===== src/rtl/fifo_burst_reader_if.sv =====
// Bundles the FIFO read port and the outgoing valid/ready stream of
// fifo_burst_reader.
//   master: the burst reader (pops the FIFO, drives the stream)
//   slave : the surroundings (FIFO read side and stream consumer)
interface fifo_burst_reader_if #(
  parameter int d_width = 8
);
  // FIFO read port
  logic               fifo_empty;
  logic               fifo_rd_en;
  logic [d_width-1:0] fifo_rd_data;

  // Output stream
  logic               m_valid;
  logic               m_ready;
  logic [d_width-1:0] m_data;

  modport master (
    input  fifo_empty, fifo_rd_data, m_ready,
    output fifo_rd_en, m_valid, m_data
  );

  modport slave (
    output fifo_empty, fifo_rd_data, m_ready,
    input  fifo_rd_en, m_valid, m_data
  );
endinterface


===== src/rtl/fifo_burst_reader.sv =====
// fifo_burst_reader: read-side drain controller for the async FIFO.
// This block runs in the FIFO read clock domain.
//
// When start arrives in IDLE, the controller pops exactly burst_len words
// from the FIFO. Each popped word arrives one cycle after fifo_rd_en,
// because the FIFO memory has a registered read. The word is captured into a
// 2-entry skid buffer. From there, words are presented in order on a
// valid/ready stream.
//
// A pop is issued only when the word it returns is guaranteed a free slot.
// This means backpressure can never overflow the skid buffer. With m_ready
// held high, the stream still sustains one word per clock.
//
// Optional feature, enabled by defining FIFO_RD_STATS_EN:
//   pop_count: a 16-bit wrapping count of every fifo_rd_en. It is cleared
//   only by reset.
module fifo_burst_reader #(
  parameter int d_width = 8,
  parameter int len_w   = 4
) (
  input  logic             clk,
  input  logic             reset,
  input  logic             start,
  input  logic [len_w-1:0] burst_len,
  output logic             busy,
  output logic             done,
`ifdef FIFO_RD_STATS_EN
  output logic [15:0]      pop_count,
`endif
  fifo_burst_reader_if.master bus
);

  typedef enum logic [1:0] {
    S_IDLE,
    S_BURST,
    S_DONE
  } state_t;

  state_t             state;
  logic [len_w-1:0]   len_q;
  logic [len_w-1:0]   issued;
  logic [len_w-1:0]   accepted;

  // The skid buffer is a 2-entry ring.
  // occ counts the words held in it.
  // inflight marks a FIFO read whose data returns this cycle.
  logic [d_width-1:0] skid [2];
  logic               wr_ptr;
  logic               rd_ptr;
  logic [1:0]         occ;
  logic               inflight;

  logic               pop;
  logic               issue;
  logic [2:0]         occ_after;

  assign pop = (occ != 2'd0) && bus.m_ready;

  // occ_after is the occupancy at the end of this cycle.
  // It never underflows: a pop requires occ >= 1.
  assign occ_after = {1'b0, occ} + {2'b00, inflight} - {2'b00, pop};

  // Pop the FIFO only when the returning word will find a free skid slot.
  always_comb begin
    // NOTE: assign a default first so that no path through the block
    // leaves issue unassigned; otherwise a latch would be inferred.
    issue = 1'b0;
    if ((state == S_BURST) && !bus.fifo_empty && (issued < len_q) &&
        (occ_after < 3'd2)) begin
      issue = 1'b1;
    end
  end

  assign bus.fifo_rd_en = issue;
  assign bus.m_valid    = (occ != 2'd0);
  assign bus.m_data     = skid[rd_ptr];

  // Burst control FSM: state, latched length, counters and registered status.
  always_ff @(posedge clk) begin
    // NOTE: use non-blocking assignments here, so that every register
    // samples the values that were present before the clock edge.
    if (reset) begin
      state    <= S_IDLE;
      len_q    <= '0;
      issued   <= '0;
      accepted <= '0;
      busy     <= 1'b0;
      done     <= 1'b0;
    end else begin
      case (state)
        S_IDLE: begin
          if (start) begin
            len_q    <= burst_len;
            issued   <= '0;
            accepted <= '0;
            busy     <= 1'b1;
            if (burst_len != '0) begin
              state <= S_BURST;
            end else begin
              // A zero-length request completes at once, with no FIFO reads.
              state <= S_DONE;
              done  <= 1'b1;
            end
          end
        end
        S_BURST: begin
          if (issue) begin
            issued <= issued + len_w'(1);
          end
          if (pop) begin
            accepted <= accepted + len_w'(1);
            if (accepted == len_q - len_w'(1)) begin
              state <= S_DONE;
              done  <= 1'b1;
            end
          end
        end
        S_DONE: begin
          state <= S_IDLE;
          busy  <= 1'b0;
          done  <= 1'b0;
        end
        default: begin
          state <= S_IDLE;
          busy  <= 1'b0;
          done  <= 1'b0;
        end
      endcase
    end
  end

  // Skid buffer: the returning read data goes to the tail; the stream
  // releases words from the head.
  always_ff @(posedge clk) begin
    if (reset) begin
      // NOTE: both entries are cleared so that m_data reads zero out of
      // reset. On reset, any buffered word or word in flight is discarded.
      skid[0]  <= '0;
      skid[1]  <= '0;
      wr_ptr   <= 1'b0;
      rd_ptr   <= 1'b0;
      occ      <= 2'd0;
      inflight <= 1'b0;
    end else begin
      inflight <= issue;
      if (inflight) begin
        skid[wr_ptr] <= bus.fifo_rd_data;
        wr_ptr       <= ~wr_ptr;
      end
      if (pop) begin
        rd_ptr <= ~rd_ptr;
      end
      occ <= occ_after[1:0];
    end
  end

`ifdef FIFO_RD_STATS_EN
  // Lifetime pop statistics.
  // The count wraps naturally and is kept across bursts.
  always_ff @(posedge clk) begin
    if (reset) begin
      pop_count <= '0;
    end else if (issue) begin
      pop_count <= pop_count + 16'd1;
    end
  end
`endif

endmodule


===== src/flat_wrapper.sv =====
// flat-port wrapper written by rule: the top's interface ports become plain ports
module fifo_burst_reader_flat 
#(
  parameter int d_width = 8,
  parameter int len_w   = 4
)
  (clk, reset, start, burst_len, busy, done, bus_fifo_empty, bus_fifo_rd_data, bus_m_ready, bus_fifo_rd_en, bus_m_valid, bus_m_data);
  fifo_burst_reader_if #(.d_width(d_width)) bus_i ();
  input  logic clk;
  input  logic reset;
  input  logic start;
  input  logic [len_w-1:0] burst_len;
  output logic busy;
  output logic done;
  input wire logic [$bits(bus_i.fifo_empty)-1:0] bus_fifo_empty;
  input wire logic [$bits(bus_i.fifo_rd_data)-1:0] bus_fifo_rd_data;
  input wire logic [$bits(bus_i.m_ready)-1:0] bus_m_ready;
  output wire logic [$bits(bus_i.fifo_rd_en)-1:0] bus_fifo_rd_en;
  output wire logic [$bits(bus_i.m_valid)-1:0] bus_m_valid;
  output wire logic [$bits(bus_i.m_data)-1:0] bus_m_data;
  assign bus_i.fifo_empty = bus_fifo_empty;
  assign bus_i.fifo_rd_data = bus_fifo_rd_data;
  assign bus_i.m_ready = bus_m_ready;
  assign bus_fifo_rd_en = bus_i.fifo_rd_en;
  assign bus_m_valid = bus_i.m_valid;
  assign bus_m_data = bus_i.m_data;
  fifo_burst_reader #(.d_width(d_width), .len_w(len_w)) u_core (.clk(clk), .reset(reset), .start(start), .burst_len(burst_len), .busy(busy), .done(done), .bus(bus_i));
endmodule

===== config.mk =====
export PLATFORM = sky130hd
export DESIGN_NAME = fifo_burst_reader_flat
export DESIGN_NICKNAME = d
export VERILOG_FILES = /design/src/rtl/fifo_burst_reader_if.sv /design/src/rtl/fifo_burst_reader.sv /design/src/flat_wrapper.sv
export SDC_FILE = /design/constraint.sdc
export NUM_CORES = 1
export LEC_CHECK = 0
export ABC_AREA = 1
export CORE_ASPECT_RATIO = 0.9
export CORE_MARGIN = 3
export CORE_UTILIZATION = 45
export CTS_CLUSTER_DIAMETER = 150
export DETAILED_ROUTE_END_ITERATION = 10
export PLACE_DENSITY_LB_ADDON = 0.15
export SYNTH_ARGS = -nofsm -noshare
export SYNTH_HDL_FRONTEND = slang
export SYNTH_SLANG_ARGS = --single-unit
export TNS_END_PERCENT = 10

===== constraint.sdc =====
create_clock -name clk -period 2.7 [get_ports clk]
set_input_delay 0.27 -clock clk [delete_from_list [all_inputs] [get_ports clk]]
set_output_delay 0.27 -clock clk [all_outputs]
set_load 0.05 [all_outputs]

==> results.toml <==
[synthesis]
synth_area_leaders = "edfxtp_1 (26%), dfxtp_1 (23%), nand2_1 (7.8%), inv_1 (6.4%), nor2_1 (6.0%)"
synthTopCellsByCount = "nand2_1 (39), inv_1 (32), nor2_1 (30)"
ys_warn_count = 0
yosysMostFrequentCell = "nand2_1"
synthAdderAreaFrac_pct = 5.71
syn_nets = 239
synth_xor_area_share_pct = 1.86
synth_flop_cell = "dfxtp_1"
synth_top_area_share_pct = 25.5
syn_area_um2 = 1880
synth_edf_count = 16
synth_seq_area_share_pct = 48.9
yosys.area_share.simple_pct = 23.5
synth_top_family_by_area = "simple AND/OR/NAND/NOR gates"
synthMuxAreaShare_pct = 4.78
yosys.area.top_type = "edfxtp_1"
synth-compound-area-share_pct = 7.18
async_flop_share_pct = 0
ys_seq_elements = 38
synth_cells = 214
synth.avg_cell_area_um2 = 8.80
yosysUniqueCellTypes = 29

[global_routing]
grt_usage_pct = 15.3
grt_max_degree = 15
grt_pass1_vias = 1299
grt_pass1_wl_um = 5850
antenna_found_initial = 0
overflow = 0

[clock_network]
clk_path_buf_depth = 2
path_clk_slew_ns = 0.07
cts.sinks = 38
cts_buffers = 5
root_buffer = "clkbuf_8"
clk-insertion-delay-late_ns = 0.29
htreeDepth = 2
cts_tree = "done"

[setup_path]
path_class = "in2out"
start_kind = "input port"
critPathSlowestCell = "clkdlybuf4s50_1"
cpMostUsedCell = "inv_1"
required_ns = 2.43
arrival_ns = 2.27
crit_path_end_kind = "primary output"
crit_path_cell_trace = "clkdlybuf4s50_1, inv_1, nor2_4, nand2_1, o21ai_0, ha_1, fa_1, nor2_2, nand4_4, inv_1, buf_12"
slowest_delay_ns = 0.48
path_max_fanout = 2

[floorplan]
initial_utilization_pct = 48.8
dieWidth_um = 74.2
die_y_um = 67.4
rows = 21
dieArea_um2 = 5000
pin_count = 29
core_area_um2 = 3860

[drt]
drc_errors = 0
via_per_inst = 4.80
wire_per_inst_um = 11.4
wl_um = 3410
num_vias = 1436
first_pass_iters = 4
ant_nets = 0
first_iter_violations = 84

[placement]
place.gp.congestion = 0.810
dp.cells = 291
port_buffers = 28
dpl.hpwl_um = 2600

[run_status]
status = "complete, no violations"

[final_layout]
fillers = 339
final_net_count = 277
register_area_um2 = 921
drive_gt1_share_pct = 15.8
antennaDiodeCount = 0
stdcell_count = 299
syn2layout_area_growth_pct = 27.8
multi_input_area_um2 = 815

[sta]
drv_slew = 0
finalCritPeriodShare_pct = 94.0
relSlewSlack_pct = 66.5
finalClockSkew_ns = 0.00745
rsz0062_at_grt = "false"
worstMarginPinSlew_ns = 0.501
tns_ns = 0
setup_viol = 0
whs_ns = 0.457
hold_viol_final = 0
fin_crit_ns = 2.54
fmax_mhz = 394

[power]
p_per_area_nw_per_um2 = 718
max-vdd-ir-drop_v = 0.000433
power_mw = 1.73
leakagePower_nw = 1.05

[flow_run]
max_cap_violations = 0

[min_path]
min_path_type = "reg2reg"
==> sequential cells by signal, indices dropped and copies added, names as in the netlist, named ones only <==
name,count
u_core.occ,2
u_core.accepted,4
u_core.inflight,1
u_core.len_q,4
u_core.wr_ptr,1
u_core.busy,1
u_core.issued,4
u_core.state,2
u_core.rd_ptr,1
u_core.skid,16
u_core.done,1
==> layer usage <==
layer	part of all wire (%)	vias up	track usage [%]
li1	-	765	-
met1	50	638	21.4
met2	43	31	23.2
met3	5.7	2	5.06
met4	0.50	0	2.71
met5	0	-	0
==> path summary, 6_finish.rpt <==
check / start / endpoint / slack (ns) / cells after the start
max: bus_m_ready / bus_fifo_rd_en / 0.16 / 11
min: u_core.rd_ptr$_SDFFE_PP0P_ / u_core.rd_ptr$_SDFFE_PP0P_ / 0.46 / 1
min reg2reg: u_core.rd_ptr$_SDFFE_PP0P_ / u_core.rd_ptr$_SDFFE_PP0P_ / 0.46 / 1
max reg2reg: u_core.occ[1]$_SDFF_PP0_ / u_core.issued[1]$_SDFFE_PP0P_ / 0.50 / 13
==> worst max-delay path: cells and delay by family <==
family	cells	cell delay, ns
adder cells (fa/ha/maj)	2	0.66
buffers and inverters	4	0.79
AND/OR/NAND/NOR	4	0.45
AO/OA/AOI/OAI	1	0.09
==> cells by family (layout without fill, tap and decap cells) <==
logic type	Yosys count	after routing
XOR/XNOR	4	4
AND/OR/NAND/NOR	95	95
multiplexers	8	8
buffers and inverters	39	78
flip-flops	38	38
AO/OA/AOI/OAI	22	22
adder cells (fa/ha/maj)	8	8
==> where the power goes <==
part / total [mW] / internal [mW] / leakage (nW) / switching (mW)
Clock: 0.589 / 0.394 / 0.0714 / 0.195
Sequential: 0.686 / 0.647 / 0.345 / 0.0388
Combinational: 0.453 / 0.174 / 0.636 / 0.278
Total: 1.73 / 1.22 / 1.05 / 0.512
==> layout by cell type (no fill, tap or decap) <==
master and instances:
a211oi_1 1, bufinv_16 2, nand3_1 13, fa_1 1
o22ai_1 2, nand2_4 2, ha_1 7, a21oi_4 1
nand2_2 3, nand3b_1 2, buf_4 5, nor2_4 2
nor3_2 1, xnor2_1 2, mux2_2 8, nand4_4 1
nor2_1 30, o21ai_0 5, inv_1 32, xor2_1 2
inv_2 3, edfxtp_1 16, clkdlybuf4s50_1 27, clkbuf_8 6
a21oi_1 10, buf_12 1, o31ai_1 2, a21oi_2 1
nor2_2 2, nand2_1 39, dfxtp_1 22, inv_4 2
==> through the flow <==
step | setup slack [ns] | utilization [%] | cell area [um^2]
2_1_floorplan | 0.376 | - | 1880
5_1_grt | 0.0141 | 62.3 | 2410
3_3_place_gp | 0.179 | 58.5 | 2260
6_report | 0.161 | 62.3 | 2410
4_1_cts | 0.142 | 62.2 | 2400
3_5_place_dp | 0.152 | 58.5 | 2260
==> what timing repair did <==
action,CTS,global route
resized for setup,0,1
endpoints found under the hold margin,0,0
hold buffers,0,0
setup endpoints to repair,0,1
setup buffers,0,0
==> area by class of cell <==
cell class | count | area share, %
repair buffers | 33 | 13.6
inverters | 37 | 5.98
multi-input cells | 137 | 33.8
clock buffers | 6 | 3.43
well taps | 46 | 2.39
clock inverters | 2 | 2.49
flip-flops and latches | 38 | 38.3
Note: power is estimated with default switching activity, not from simulation.
